$ cat config.mk
export PLATFORM = sky130hd
export DESIGN_NAME = output_port_16x16
export DESIGN_NICKNAME = d
export VERILOG_FILES = /design/src/rtl/output_port_16x16.sv
export SDC_FILE = /design/constraint.sdc
export NUM_CORES = 1
export LEC_CHECK = 0
export CORE_AREA = 5 5 173 125
export CTS_CLUSTER_SIZE = 30
export DETAILED_ROUTE_END_ITERATION = 12
export DIE_AREA = 0 0 178 130
export HOLD_SLACK_MARGIN = 0.12
export PLACE_DENSITY_LB_ADDON = 0.15
export SETUP_SLACK_MARGIN = 0.02
export SYNTH_ARGS = -nofsm -noshare
export SYNTH_HDL_FRONTEND = slang
export SYNTH_SLANG_ARGS = --single-unit
$ cat constraint.sdc
create_clock -name clk -period 6.1 [get_ports clk]
set_input_delay 0.61 -clock clk [delete_from_list [all_inputs] [get_ports clk]]
set_output_delay 0.61 -clock clk [all_outputs]
set_load 0.03 [all_outputs]
$ cat src/rtl/output_port_16x16.sv
// output_port_16x16: round-robin arbiter, FWFT output FIFO and egress handshake for one crossbar port; OUTPUT_PORT_STATS_EN adds counters
module output_port_16x16 #(
  parameter int width   = 8,
  parameter int depth   = 8,
  parameter int timeout = 4
) (
  input  logic                      clk,
  input  logic                      rst,
  input  logic [3:0]                port_id,
  input  logic [15:0]               req_valid,
  input  logic [63:0]               req_sel,
  input  logic [16*(width+1)-1:0]   lane_in,
  output logic [15:0]               grant,
  output logic [width-1:0]          out_data,
  output logic                      out_valid,
  input  logic                      out_ready,
  output logic [$clog2(depth):0]    count
`ifdef OUTPUT_PORT_STATS_EN
  ,
  output logic [15:0]               pkt_count,
  output logic [7:0]                timeout_count
`endif
);
  localparam int aw = $clog2(depth);
  localparam int cw = aw + 1;
  localparam int tw = $clog2(timeout + 1);
  typedef enum logic [1:0] {IDLE, GRANT, WAIT} state_t;
  state_t           r_state;
  logic [3:0]       r_last;
  logic [3:0]       r_win;
  logic [15:0]      r_grant;
  logic [tw-1:0]    r_tmo;
  logic [width-1:0] r_mem [depth];
  logic [aw-1:0]    r_wp;
  logic [aw-1:0]    r_rp;
  logic [cw-1:0]    r_cnt;
  logic [15:0]      w_req;
  logic [3:0]       w_next;
  logic [width:0]   w_lane;
  logic             w_take;
  logic             w_push;
  logic             w_pop;
  logic             w_abort;
  // requests aimed at this port, and the first requester after the last winner
  always_comb begin
    w_next = r_last;
    for (int i = 0; i < 16; i++) w_req[i] = req_valid[i] && req_sel[4*i +: 4] == port_id;
    for (int k = 16; k >= 1; k--) if (w_req[r_last + 4'(k)]) w_next = r_last + 4'(k);
  end
  assign w_lane    = lane_in[(width+1)*r_win +: width+1];
  assign w_take    = r_state != IDLE && w_lane[width];
  assign w_push    = w_take && r_cnt != cw'(depth);
  assign w_pop     = out_valid && out_ready;
  assign w_abort   = r_state == WAIT && !w_lane[width] && r_tmo == tw'(timeout - 1);
  assign grant     = r_grant;
  assign out_valid = r_cnt != '0;
  assign out_data  = out_valid ? r_mem[r_rp] : '0;
  assign count     = r_cnt;
  // grant FSM: one grant in flight, released on capture or timeout
  always_ff @(posedge clk) begin
    if (rst) begin
      r_state <= IDLE;
      r_grant <= '0;
      r_last  <= 4'hf;
      r_win   <= '0;
      r_tmo   <= '0;
    end else if (r_state == IDLE) begin
      if (w_req != '0 && r_cnt < cw'(depth)) begin
        r_grant <= 16'(1) << w_next;
        r_win   <= w_next;
        r_state <= GRANT;
      end
    end else if (w_take || w_abort) begin
      r_grant <= '0;
      r_last  <= r_win;
      r_state <= IDLE;
    end else if (r_state == GRANT) begin
      r_state <= WAIT;
      r_tmo   <= '0;
    end else begin
      r_tmo <= r_tmo + 1'b1;
    end
  end
  // FIFO storage, written only by a captured lane word
  always_ff @(posedge clk) begin
    if (w_push) r_mem[r_wp] <= w_lane[width-1:0];
  end
  // FIFO pointers and occupancy
  always_ff @(posedge clk) begin
    if (rst) begin
      r_wp  <= '0;
      r_rp  <= '0;
      r_cnt <= '0;
    end else begin
      if (w_push) r_wp <= r_wp + 1'b1;
      if (w_pop) r_rp <= r_rp + 1'b1;
      r_cnt <= r_cnt + cw'(w_push) - cw'(w_pop);
    end
  end
  // a capture into a full FIFO would drop the word; the single in-flight grant rules it out
  always_ff @(posedge clk) begin
    if (!rst) assert (!(w_take && r_cnt == cw'(depth)));
  end
`ifdef OUTPUT_PORT_STATS_EN
  logic [15:0] r_pkt;
  logic [7:0]  r_tocnt;
  // saturating push and abandoned-grant counters
  always_ff @(posedge clk) begin
    if (rst) begin
      r_pkt   <= '0;
      r_tocnt <= '0;
    end else begin
      if (w_push && r_pkt != '1) r_pkt <= r_pkt + 1'b1;
      if (w_abort && r_tocnt != '1) r_tocnt <= r_tocnt + 1'b1;
    end
  end
  assign pkt_count     = r_pkt;
  assign timeout_count = r_tocnt;
`endif
endmodule
==> results of run 1 <==
## per-layer routing
metal,GRT usage (%),vias to the layer above,wire length [um]
li1,-,3596,-
met1,38.49,3840,13330
met2,34.29,374,12590
met3,8.630,23,3072
met4,2.909,4,162
met5,0,-,23
## worst max-delay path: stages
cell and delay (ns):
clkdlybuf4s50_1 1.10, xnor2_1 0.15, nand3_1 0.24, o22ai_1 0.13, o21ai_0 0.57, mux2i_1 0.31
a221oi_1 0.69, and3_4 0.29, o21ai_0 0.09, a2111oi_0 0.70, nor2_1 0.31, o31ai_1 0.33
## kinds of logic after synthesis
family          count (synthesis)  share of synthesized area, %
fa+ha+maj                      18                         2.731
buf+inv                        71                         3.612
flops                         106                         32.42
simple gates                  271                         15.58
xor+xnor                       81                         8.326
mux                           108                         24.82
compound gates                146                         12.51
## synthesized netlist by cell type (all sizes together), types with 15 or more instances
library cell	number
o31ai	19
and3	18
a21oi	22
nand3	48
dfxtp	42
xnor2	60
mux4	82
inv	25
xor2	21
nor3	21
clkbuf	24
o21ai	15
mux2i	23
buf	21
ha	17
o22ai	17
edfxtp	64
nor2	64
nand2	69
## state kept, by name, summed over array words and instances (netlist names), named ones only
signal	cells
grant	16
count	4
r_rp	3
r_last	4
r_tmo	3
r_win	4
r_state	2
r_mem	64
r_wp	3
## final cells by class
cell class | count | area, um2 | area share [%]
clock inverters | 7 | 70.07 | 0.6007
inverters | 26 | 97.59 | 0.8366
well taps | 270 | 337.8 | 2.896
flip-flops and latches | 106 | 2764 | 23.69
repair buffers | 276 | 2720 | 23.32
multi-input cells | 624 | 5450 | 46.72
clock buffers | 9 | 225.2 | 1.931
## power by group
group	internal, W	leakage, nW	switching [W]
Sequential	0.000986	0.918	0.000154
Clock	0.000288	0.143	0.000273
Combinational	0.00121	2.88	0.00161
Total	0.00248	3.94	0.00203
## worst max-delay path by stage
stage | startpoint | to | slack (ns) | cells past startpoint
floorplan | r_last[1] | grant[11] | 1.43 | 15
global placement | port_id[2] | grant[6] | 0.88 | 12
detailed placement | port_id[2] | grant[15] | 0.64 | 12
CTS | port_id[2] | grant[11] | 0.97 | 12
global route | port_id[2] | grant[11] | 0.62 | 12
finish | port_id[2] | grant[11] | 0.84 | 12
## through the flow
stage	worst slack, ns	power, W	hold WS [ns]	cell area [um2]
after floorplan	1.427	0.003047	0.4484	8521
after global routing	0.6196	0.004811	0.4912	11660
after global placement	0.8791	0.003920	0.4416	11370
after CTS	0.9714	0.004509	0.4582	11660
after detailed placement	0.6416	0.003944	0.4482	11370
final	0.8390	0.004515	0.4525	11660
==> summary.txt, run 1 <==
Outcome
  • Status: finished, final reports clean

STA
  • Worst-Margin Slew: 1.059 ns
  • RSZ-0062 raised after global routing: no
  • Post-layout min period: 5.261 ns
  • F_max: 190.1 MHz
  • Relative slew slack: 29.32%
  • Endpoints failing setup: 0
  • Count of final max-slew check failures: 0
  • Final hold violation count: 0
  • Total Neg Setup Slack: 0 ns
  • Skew final: 0.01003 ns
  • Final Cycle Share: 86.25%

Yosys
  • #FFs+latches synth: 106
  • Synth unique cells: 75
  • Synthesized area: 8521 um2
  • Area contributors post-synth: edfxtp_1 23%, mux4_2 21%, dfxtp_1 9.9%, xnor2_1 6.2%, nand2_1 3.0%
  • Sequential share of the synthesized area: 32.42%
  • Async set or reset register ratio after synthesis: 0%
  • Post-synthesis average cell area: 10.64 um2
  • Cells after Synth: 801
  • Yosys top cell area share: 22.56%
  • Area leader, netlist: edfxtp_1
  • Syn Nets: 1,050
  • Top_reg_cell synth: edfxtp_1
  • YS warnings: 0
  • EDFF count, synth: 64

Finish
  • Most frequent cells in the layout: 259 x clkdlybuf4s50_1, 81 x mux4_2, 69 x nand2_1
  • Fill cells: 1,632
  • Commonest non-fill, non-tap cell in the layout: clkdlybuf4s50_1
  • # nets final: 1,292
  • # diodes: 0
  • Post-Layout Cell Count: 1,318
  • Area delta synth->final: 36.90%
  • Ratio of cells with drive above 1 in the final layout: 13.17%
  • Core Util, Final: 59.40%

Critical path
  • FF-to-FF End: grant[11]
  • CP Data Arrival Time: 5.51 ns
  • CP required: 6.35 ns
  • Reg2reg start: r_last[1]
  • CP Class: in2reg
  • Flop-to-flop setup slack: 1.03 ns
  • Startpoint Class: input port
  • Cells on worst reg2reg path: 13
  • Critical path peak fanout: 16
  • Nature of the critical path endpoint: flip-flop

Detailed routing
  • DRC viols: 0
  • Routed via count: 7,837
  • Average wire per standard cell: 22.14 um
  • Post-DR vias/cell: 5.946
  • Final WL: 29,180 um
  • 1st-iter DRT viols: 907
  • Drt pass-1 iters: 7
  • Final ANT Viol Nets: 0

CTS
  • Cts hold-fix bufs: 0
  • Setup bufs post-CTS: 0
  • Resized Gates After CTS: 0
  • Clk buf depth: 2
  • CTS tree: done
  • CTS root buf: clkbuf_16
  • Clock H-tree levels: 3
  • CTS clk-pin slew, worst paths: 0.07 ns
  • TritonCTS Buffers: 9
  • Clock latency on the worst-skew pair: 0.34 ns
  • # clock sinks: 106

Placed design
  • Routability cong.: 1.035
  • DP Cell Count: 1,302
  • Port bufs: 259
  • Hpwl dp: 23,770 um

Hold path
  • Hold path start: grant[9]
  • Hold EP: grant[9]
  • Tightest Hold Check Type: reg2reg
  • Worst hold path depth: 2

Power and ir drop
  • P_leak: 3.941 nW
  • VDD IR max: 305.1 uV
  • Power per cell area: 387.1 nW/um2

Floorplan
  • Core ar.: 19,640 um2
  • I/O pins: 260
  • Die area: 23,140 um2
  • Chip height: 130 um
  • Initial Utilization: 43.39%
  • Die width: 178 um
  • FP Rows: 43

Global routing
  • Largest net degree at the start of global routing: 33
  • Vias in the first global route: 7,563
  • Total Routing Usage GR: 24.82%
  • Initial antenna violation count: 2
  • First-pass GRT wire length: 44,170 um
  • Total gr overflow: 0

Run
  • MaxCap Viol Count: 0
No activity file was read; power rests on OpenSTA's default activity.
==> run 2: changes to the inputs <==
--- a/config.mk
+++ b/config.mk
@@ -5,10 +5,12 @@
 export SDC_FILE = /design/constraint.sdc
 export NUM_CORES = 1
 export LEC_CHECK = 0
-export CORE_AREA = 5 5 173 125
+export CELL_PAD_IN_SITES_DETAIL_PLACEMENT = 1
+export CELL_PAD_IN_SITES_GLOBAL_PLACEMENT = 1
+export CORE_AREA = 5 5 188 135
 export CTS_CLUSTER_SIZE = 30
 export DETAILED_ROUTE_END_ITERATION = 12
-export DIE_AREA = 0 0 178 130
+export DIE_AREA = 0 0 193 140
 export HOLD_SLACK_MARGIN = 0.12
 export PLACE_DENSITY_LB_ADDON = 0.15
 export SETUP_SLACK_MARGIN = 0.02
==> run 2 against run 1 <==
  * Clock power up 1%
  * Non-clock buffer count up 4
  * Total power up 2.2%
  * Core utilization down 9.1 points
  * Critical path type unchanged
  * Critical endpoint is now grant[15]
  * Highest routed layer unchanged
==> summary.txt, run 2 (same netlist as run 1, synthesis figures left out) <==
Outcome
  • Status: finished, final reports clean

Critical path
  • CP Class: in2reg
  • Worst path top cell family by delay: compound AO/OA/AOI/OAI gates
  • Startpoint Class: input port
  • CP required: 6.36 ns (about the same)
  • Slowest-stage cell, CP: clkdlybuf4s50_1
  • Crit path from: port_id[3]
  • Reg2reg start: r_last[0]
  • CP cell instances: clkdlybuf4s50_1 > xnor2_1 > nand3_1 > o22ai_1 > o21ai_0 > mux2i_1 > a221oi_1 > buf_4 > and3_4 > o21ai_0 > a2111oi_0 > nor2_1 > o31ai_1
  • Nature of the critical path endpoint: flip-flop
  • CP bufs+invs: 2 (+1)
  • Critical path peak fanout: 14 (-2)
  • CP Data Arrival Time: 5.52 ns (about the same)
  • Worst path most repeated cell: o21ai_0
  • Crit-path max cell delay: 1.01 ns (-0.09 ns)

Global routing
  • Initial antenna violation count: 1 (-1)
  • Total gr overflow: 0 (unchanged)
  • Total Routing Usage GR: 24.54% (-0.27 points)
  • First-pass GRT wire length: 50,670 um (+15%)
  • Largest net degree at the start of global routing: 33 (unchanged)
  • Vias in the first global route: 8,097 (+7.1%)

Power and ir drop
  • VDD IR max: 205.9 uV (-32%)
  • P_leak: 3.955 nW (+0.36%)
  • Power per cell area: 392.7 nW/um2 (+1.5%)
  • Power Total: 0.004615 W (+2.2%)

CTS
  • Clock latency on the worst-skew pair: 0.36 ns (+0.02 ns)
  • TritonCTS Buffers: 9 (unchanged)
  • CTS root buf: clkbuf_16
  • # clock sinks: 106 (unchanged)
  • CTS tree: done
  • Cts hold-fix bufs: 0 (unchanged)
  • Setup bufs post-CTS: 0 (unchanged)
  • Clk buf depth: 2 (unchanged)
  • Clock H-tree levels: 3 (unchanged)
  • Resized Gates After CTS: 0 (unchanged)
  • CTS clk-pin slew, worst paths: 0.07 ns (about the same)

Finish
  • Ratio of cells with drive above 1 in the final layout: 13.40% (+0.24 points)
  • Seq. cell area: 2764 um2 (unchanged)
  • Most frequent cells in the layout: 259 x clkdlybuf4s50_1, 81 x mux4_2, 69 x nand2_1
  • Max reg flops: 64 (unchanged)
  • Commonest non-fill, non-tap cell in the layout: clkdlybuf4s50_1
  • # nets final: 1,296 (+0.31%)
  • Core Util, Final: 50.33% (-9.1 points)
  • Post-route cell area: 11,750 um2 (+0.73%)
  • Multi-input logic area: 5450 um2 (unchanged)
  • # diodes: 0 (unchanged)
  • Area delta synth->final: 37.90%
  • Fill cells: 2,571 (+58%)
  • Top reg by flops: r_mem

STA
  • F_max: 190.0 MHz (about the same)
  • Total Neg Setup Slack: 0 ns (unchanged)
  • Setup WS post-layout: 0.8367 ns (-0.002262 ns)
  • Worst-Margin Slew: 1.157 ns (+0.09825 ns)
  • Final Cycle Share: 86.28% (about the same)
  • Endpoints failing setup: 0 (unchanged)
  • Final hold violation count: 0 (unchanged)
  • Post-layout min period: 5.263 ns (+0.002262 ns)
  • Count of final max-slew check failures: 0 (unchanged)
  • Relative slew slack: 22.58% (-6.7 points)
  • Skew final: 0.01515 ns (+0.005117 ns)
  • RSZ-0062 raised after global routing: no

Floorplan
  • FP Rows: 47 (+9.3%)
  • Die width: 193 um (+8.4%)
  • Initial Utilization: 36.50% (-6.9 points)
  • Core ar.: 23,350 um2 (+19%)
  • Die area: 27,020 um2 (+17%)
  • I/O pins: 260 (unchanged)
  • Chip height: 140 um (+7.7%)

Placed design
  • Hpwl dp: 27,610 um (+16%)
  • DP Area: 11,460 um2 (+0.79%)
  • Port bufs: 259 (unchanged)
  • Routability cong.: 0.9576 (-7.4%)
  • DP Worst Slack: 0.4951 ns (-0.1465 ns)

Detailed routing
  • Drt pass-1 iters: 5 (-2)
  • DRC viols: 0 (unchanged)
  • Routed via count: 7,974 (+1.7%)
  • Final ANT Viol Nets: 0 (unchanged)
  • Final WL: 33,500 um (+15%)
  • Post-DR vias/cell: 5.820 (-2.1%)
  • Average wire per standard cell: 24.45 um (+10%)
  • 1st-iter DRT viols: 744 (-18%)

Run
  • MaxCap Viol Count: 0 (unchanged)

Hold path
  • Tightest Hold Check Type: reg2reg
  • Hold path start: r_win[3]
-- run 2: changes by cell type in the layout (fill, tap and decap cells not counted), sizes merged --
cell,before,now
clkbuf,9,10
buf,17,21
clkinv,4,3
-- run 2: power breakdown --
part	total [W]	switching, W	internal [W]	leakage [nW]
clock	0.000567	0.000280	0.000287	0.138
combinational	0.00291	0.00169	0.00121	2.90
sequential	0.00114	0.000155	0.000986	0.918
total	0.00461	0.00213	0.00249	3.96
-- run 2: path summary, 6_finish.rpt --
| path | to | slack (ns) | depth (start not counted) |
|---|---|---|---|
| setup / recovery | grant[15] | 0.84 | 13 |
| hold / removal | r_win[3] | 0.47 | 2 |
| setup reg to reg | grant[15] | 1.03 | 13 |
| hold reg to reg | r_win[3] | 0.47 | 2 |
-- run 2: metrics by stage --
step	std cells	hold WS, ns
floorplan	801	0.4484
global placement	1354	0.4468
detailed placement	1354	0.4522
CTS	1370	0.4700
global route	1370	0.4916
finish	1370	0.4659
-- run 2: layout make-up --
cell class | instances | share of cell area (%)
clock inverters | 6 | 0.5218
well taps | 318 | 3.386
inverters | 26 | 0.8306
flip-flops and latches | 106 | 23.52
multi-input cells | 624 | 46.38
clock buffers | 10 | 1.949
repair buffers | 280 | 23.41
-- run 2: worst min-delay path, delay by kind of cell, from the launching register on --
| kind | cells | cell delay [ns] |
|---|---|---|
| DFF | 1 | 0.32 |
| and+or+nand+nor | 1 | 0.05 |
| AOI/OAI and AO/OA | 1 | 0.05 |
-- run 2: metal layers --
metal | vias to the layer above | track usage [%] | part of all wire, %
met5 | - | 0 | 0.039
met4 | 2 | 2.421 | 0.59
met3 | 20 | 6.716 | 7.7
li1 | 3597 | - | -
met1 | 4086 | 38.25 | 48
met2 | 269 | 35.18 | 44
